[config.mk]
export PLATFORM = sky130hd
export DESIGN_NAME = cordic_rotate_iter
export DESIGN_NICKNAME = d
export VERILOG_FILES = /design/src/rtl/cordic_rotate_iter.sv
export SDC_FILE = /design/constraint.sdc
export NUM_CORES = 1
export LEC_CHECK = 0
export CAP_MARGIN = 15
export CORE_UTILIZATION = 65
export CTS_BUF_LIST = sky130_fd_sc_hd__clkbuf_2 sky130_fd_sc_hd__clkbuf_4 sky130_fd_sc_hd__clkbuf_8
export DETAILED_ROUTE_END_ITERATION = 10
export PLACE_DENSITY = 0.87
export SETUP_SLACK_MARGIN = 0.15
export SYNTH_ARGS = -nofsm -noshare
export SYNTH_HDL_FRONTEND = slang
export SYNTH_SLANG_ARGS = --single-unit
[constraint.sdc]
create_clock -name clk -period 15.7 [get_ports clk]
set_input_delay 3.14 -clock clk [delete_from_list [all_inputs] [get_ports clk]]
set_output_delay 3.14 -clock clk [all_outputs]
set_load 0.05 [all_outputs]
[src/rtl/cordic_rotate_iter.sv]
// Iterative CORDIC rotation engine: (signed magnitude, 20-bit angle) -> (x, y),
// one micro-rotation per clock under a valid/ready handshake.
//
// Ports:
//   clk, rst_n           clock, synchronous active-low reset
//   din_valid/din_ready  input handshake (din_ready registered)
//   din_mag              signed magnitude, |din_mag| <= 2^(DW-2)-1
//   din_angle            unsigned angle, 2^DW_NOR = 360 degrees
//   dout_valid/dout_ready output handshake
//   dout_x, dout_y       signed mag*cos(theta), mag*sin(theta)
module cordic_rotate_iter #(
    parameter int unsigned DW       = 16,
    parameter int unsigned T_IR_NUM = 15,
    parameter int unsigned DW_NOR   = 20
) (
    input  logic                     clk,
    input  logic                     rst_n,
    input  logic                     din_valid,
    output logic                     din_ready,
    input  logic signed [DW-1:0]     din_mag,
    input  logic        [DW_NOR-1:0] din_angle,
    output logic                     dout_valid,
    input  logic                     dout_ready,
    output logic signed [DW-1:0]     dout_x,
    output logic signed [DW-1:0]     dout_y
);

    localparam int unsigned IW      = DW + 3;   // 2 fractional guard bits + headroom
    localparam int unsigned CW      = 5;        // holds iteration index up to 17
    localparam int unsigned PW      = DW + 18;  // full gain-product width
    localparam int unsigned GAIN_SH = 14;
    localparam logic signed [PW-1:0] GAIN = PW'(39797);  // round(2^16 / K)

    typedef enum logic [1:0] {
        IDLE = 2'd0,
        CALC = 2'd1,
        DONE = 2'd2
    } state_t;

    state_t                    state_q, state_d;
    logic        [CW-1:0]      cnt_q, cnt_d;
    logic signed [IW-1:0]      x_q, x_d, y_q, y_d;
    logic signed [DW_NOR-1:0]  z_q, z_d;
    logic                      din_ready_d, dout_valid_d;
    logic signed [DW-1:0]      dout_x_d, dout_y_d;

    logic signed [PW-1:0]      prod;
    logic signed [IW-1:0]      s_val;
    logic signed [IW-1:0]      x_sh, y_sh, x_it, y_it;
    logic signed [DW_NOR-1:0]  z_it, lut_val;
    logic                      swap_half;

    // atan(2^-i) in units of 2^-20 turns
    function automatic logic signed [DW_NOR-1:0] atan_lut(input logic [CW-1:0] i);
        case (i)
            5'd0:    atan_lut = DW_NOR'(20'h20000);
            5'd1:    atan_lut = DW_NOR'(20'h12E40);
            5'd2:    atan_lut = DW_NOR'(20'h09FB4);
            5'd3:    atan_lut = DW_NOR'(20'h05111);
            5'd4:    atan_lut = DW_NOR'(20'h028B1);
            5'd5:    atan_lut = DW_NOR'(20'h0145D);
            5'd6:    atan_lut = DW_NOR'(20'h00A2F);
            5'd7:    atan_lut = DW_NOR'(20'h00518);
            5'd8:    atan_lut = DW_NOR'(20'h0028C);
            5'd9:    atan_lut = DW_NOR'(20'h00146);
            5'd10:   atan_lut = DW_NOR'(20'h000A3);
            5'd11:   atan_lut = DW_NOR'(20'h00051);
            5'd12:   atan_lut = DW_NOR'(20'h00029);
            5'd13:   atan_lut = DW_NOR'(20'h00014);
            5'd14:   atan_lut = DW_NOR'(20'h0000A);
            5'd15:   atan_lut = DW_NOR'(20'h00005);
            5'd16:   atan_lut = DW_NOR'(20'h00003);
            5'd17:   atan_lut = DW_NOR'(20'h00001);
            default: atan_lut = '0;
        endcase
    endfunction

    // Gain pre-compensation; result is magnitude/K scaled by 4
    always_comb begin
        prod      = PW'(din_mag) * GAIN;
        s_val     = IW'(prod >>> GAIN_SH);
        swap_half = din_angle[DW_NOR-1] ^ din_angle[DW_NOR-2];  // quadrant 1 or 2
    end

    // One micro-rotation from the current registers
    always_comb begin
        x_sh    = x_q >>> cnt_q;
        y_sh    = y_q >>> cnt_q;
        lut_val = atan_lut(cnt_q);
        if (!z_q[DW_NOR-1]) begin
            x_it = x_q - y_sh;
            y_it = y_q + x_sh;
            z_it = z_q - lut_val;
        end else begin
            x_it = x_q + y_sh;
            y_it = y_q - x_sh;
            z_it = z_q + lut_val;
        end
    end

    // Next-state and datapath control
    always_comb begin
        state_d  = state_q;
        cnt_d    = cnt_q;
        x_d      = x_q;
        y_d      = y_q;
        z_d      = z_q;
        dout_x_d = dout_x;
        dout_y_d = dout_y;

        case (state_q)
            IDLE: begin
                if (din_valid && din_ready) begin
                    // Pre-rotate by 180 deg for quadrants 1/2 so z0 stays within +-90 deg
                    if (swap_half) begin
                        x_d = -s_val;
                        z_d = {~din_angle[DW_NOR-1], din_angle[DW_NOR-2:0]};
                    end else begin
                        x_d = s_val;
                        z_d = din_angle;
                    end
                    y_d     = '0;
                    cnt_d   = '0;
                    state_d = CALC;
                end
            end
            CALC: begin
                x_d   = x_it;
                y_d   = y_it;
                z_d   = z_it;
                cnt_d = cnt_q + CW'(1);
                if (cnt_q == CW'(T_IR_NUM - 1)) begin
                    dout_x_d = DW'(x_it >>> 2);
                    dout_y_d = DW'(y_it >>> 2);
                    state_d  = DONE;
                end
            end
            DONE: begin
                if (dout_ready) begin
                    state_d = IDLE;
                end
            end
            default: state_d = IDLE;
        endcase

        din_ready_d  = (state_d == IDLE);
        dout_valid_d = (state_d == DONE);
    end

    // State and output registers
    always_ff @(posedge clk) begin
        if (!rst_n) begin
            state_q    <= IDLE;
            cnt_q      <= '0;
            x_q        <= '0;
            y_q        <= '0;
            z_q        <= '0;
            din_ready  <= 1'b0;
            dout_valid <= 1'b0;
            dout_x     <= '0;
            dout_y     <= '0;
        end else begin
            state_q    <= state_d;
            cnt_q      <= cnt_d;
            x_q        <= x_d;
            y_q        <= y_d;
            z_q        <= z_d;
            din_ready  <= din_ready_d;
            dout_valid <= dout_valid_d;
            dout_x     <= dout_x_d;
            dout_y     <= dout_y_d;
        end
    end

endmodule

==> impl_metrics.json <==
{
  "finalWorstSetupSlack_ps": 5760,
  "area_growth_pct": 8.39,
  "synth_warnings": 0,
  "preCtsSetupSlack_ps": 5340,
  "grt_setup_unrepaired": "false",
  "async_flop_share_pct": 0,
  "fin_crit_sh_pct": 63.3,
  "synth_edf_count": 0,
  "grt_max_degree": 88,
  "drt-total-wl_um": 39700,
  "antenna_found_initial": 0,
  "clock-root-buffer": "clkbuf_8",
  "viasPerCell": 6.20,
  "place_hpwl_um": 31500,
  "design_area_um2": 16500,
  "dominantRegCellSynth": "dfxtp_1",
  "cp_slowest_cell": "clkdlybuf4s50_1",
  "ant_nets": 0,
  "firstDrtPassIters": 7,
  "drt_iter0_drc": 1235,
  "htree_levels": 4,
  "drive_above_1_share_pct": 6.95,
  "seq_area_frac_synth_pct": 15.4,
  "netlist.area_leader.share_pct": 15.8,
  "grt_overflow": 0,
  "crit_fanout": 7,
  "synthTopCellsByArea": "ha_1 16%, dfxtp_1 15%, fa_1 13%",
  "clock_skew_ps": 22.2,
  "routabilityCongestion": 1.02,
  "yosys.area.top_type": "ha_1",
  "n_antenna_cell": 0,
  "slew_headroom_pct": 31.2,
  "design.final.nets": 2190,
  "synth_fp_nets": 2167,
  "max_freq_mhz": 101,
  "hold_viol": 0,
  "remaining_drc_errors": 0,
  "netlist_area_um2": 15200,
  "multiInputGateArea_um2": 11900,
  "die_area_um2": 24100,
  "finalSetupTns_ps": 0,
  "fill_cells": 1818,
  "p_leak_nw": 7.42,
  "post_cts_resized": 0,
  "min_period_ps": 9940,
  "wire_per_inst_um": 18.2,
  "status": "completed",
  "worst_setup_path_end_kind": "flip-flop",
  "crit_path_frequent_cell": "inv_1",
  "cts-buffers-inserted": 17,
  "worstPathRequired_ps": 16060,
  "place_area_um2": 16100,
  "cts_tree": "built",
  "final-setup-viol-count": 0,
  "synth_seq_cells": 117,
  "ir_drop_v": 0.000225,
  "seq_area_um2": 2350,
  "clk_latency_ps": 470,
  "worst_slew_pin_slew_ps": 1030,
  "cts-hold-fix-buffers": 0,
  "cp.arrival_ps": 10290,
  "synth_cell_types": 76,
  "power_density_nw_per_um2": 237,
  "grt_pass1_wl_um": 65300,
  "ff2ff_path_depth": 20,
  "final_cells": 2184,
  "hp-class": "reg -> reg",
  "port_buffers": 73,
  "grt_pass1_vias": 13350,
  "initial_core_util_pct": 66.7,
  "critical_path_class": "in -> reg",
  "maxSlewViolCount": 0,
  "die_w_um": 155,
  "maxCapViolations": 0,
  "synthCells": 1835,
  "holdWs_ps": 459,
  "cts.path.max_buffers": 2,
  "io_pins": 74,
  "num_rows": 55,
  "clk_pin_slew_ps": 80,
  "whs_path_depth": 2,
  "crit_path_max_incr_delay_ps": 680,
  "place_inst": 2151,
  "grt_use_total_pct": 33.7,
  "cp-start-kind": "input pin",
  "chipHeight_um": 155,
  "dr_total_vias": 13542,
  "post_cts_buffers": 0,
  "clock-sinks": 117,
  "avgSynthCellArea_um2": 8.31,
  "core_um2": 22800
}
through the flow:
stage,util (%),power (W)
after floorplan,-,0.00292
after CTS,72.3,0.00386
after global routing,72.3,0.00429
after detailed placement,70.6,0.00356
after global placement,70.6,0.00347
final,72.3,0.00391
worst paths after layout:
check	from	end	slack, ps
hold / removal	dout_x[10]$_SDFFE_PN0P_	dout_x[10]$_SDFFE_PN0P_	460
setup reg to reg	cnt_q[0]$_SDFFE_PN0P_	x_q[18]$_SDFFE_PN0P_	9700
hold reg to reg	dout_x[10]$_SDFFE_PN0P_	dout_x[10]$_SDFFE_PN0P_	460
setup / recovery	din_mag[5]	x_q[17]$_SDFFE_PN0P_	5760
cell usage in the layout (no fill, tap or decap), drive strengths merged, types with 13 or more instances in the layout:
cell | synthesis | final
mux2i | 28 | 28
fa | 99 | 99
a21o | 19 | 19
a22oi | 35 | 35
nand3 | 32 | 32
a31oi | 16 | 16
xnor2 | 62 | 62
and3 | 18 | 18
inv | 187 | 194
a21oi | 178 | 178
ha | 193 | 193
o21a | 15 | 15
dfxtp | 117 | 117
nor3 | 29 | 29
nor2 | 156 | 156
o31ai | 13 | 13
mux4 | 36 | 36
a211oi | 22 | 22
nand2 | 175 | 175
o21ai | 80 | 80
mux2 | 17 | 17
xor2 | 53 | 53
clkdlybuf4s50 | 0 | 73
and2 | 13 | 13
buf | 27 | 14
clkbuf | 56 | 18
registers in the layout, indices dropped and copies added (netlist names):
name        count
cnt_q           5
din_ready       1
dout_valid      1
dout_x         16
dout_y         16
lut_val        18
state_q         2
x_q            19
y_q            19
z_q            20
metal layers:
| metal | vias to the layer above | GRT usage (%) | routed length [µm] |
|---|---|---|---|
| met5 | - | 0 | 0 |
| met4 | 0 | 8.03 | 653 |
| met3 | 58 | 5.40 | 2820 |
| met2 | 479 | 56.5 | 18700 |
| met1 | 6517 | 45.7 | 17600 |
| li1 | 6488 | - | - |
cells in the mapped netlist, types with 4 or more instances:
cell type    n
a22oi_1     35
or2_2       11
clkbuf_1    56
mux2_2      17
o22ai_1      6
a221oi_1     4
and2_1      13
nor3b_1      5
nand4_1     10
a31oi_1     16
o21ai_0     76
buf_4        8
nor3_1      28
a21oi_1    176
o21a_1      15
buf_1       10
dfxtp_1    117
nand2b_1    12
buf_2        9
and3_1      18
a311oi_1     6
o31ai_1     12
ha_1       193
o41ai_1      6
o21ai_1      4
nor2_1     154
mux4_2      36
o21bai_1     7
inv_1      185
nor4_1       6
nor2b_1     11
xnor2_1     62
or3_1       10
mux2i_1     28
nand3_1     31
fa_1        99
nand2_1    175
a211oi_1    22
xor2_1      53
a21o_1      19
o211ai_1    12
logic make-up (layout without fill, tap and decap cells):
logic type | Yosys count | in the layout | share of synthesized area, %
flip-flops | 117 | 117 | 15.4
XOR/XNOR | 116 | 116 | 6.76
adder cells (fa/ha/maj) | 292 | 292 | 28.8
AO/OA/AOI/OAI | 459 | 459 | 18.9
multiplexers | 81 | 81 | 8.41
AND/OR/NAND/NOR | 498 | 498 | 14.8
buffers and inverters | 272 | 308 | 6.97
critical path, delay by kind of cell:
family,cells,cell delay (ps)
buf+inv,7,1060
simple gates,4,960
fa+ha+maj,7,3220
compound gates,7,1900
cell type report:
class / instances / area share [%]
Timing Repair Buffer: 87 / 5.06
Inverter: 189 / 4.29
Multi-Input combinational cell: 1446 / 71.7
Clock buffer: 18 / 1.50
Clock inverter: 14 / 0.863
Tap cell: 313 / 2.37
Sequential cell: 117 / 14.2
power by group:
part | internal, W | switching (W) | leakage, nW
Combinational | 0.00131 | 0.00192 | 6.26
Sequential | 0.000331 | 0.0000566 | 0.952
Clock | 0.000134 | 0.000155 | 0.200
Total | 0.00177 | 0.00213 | 7.42
(Power assumes the default switching activity.)
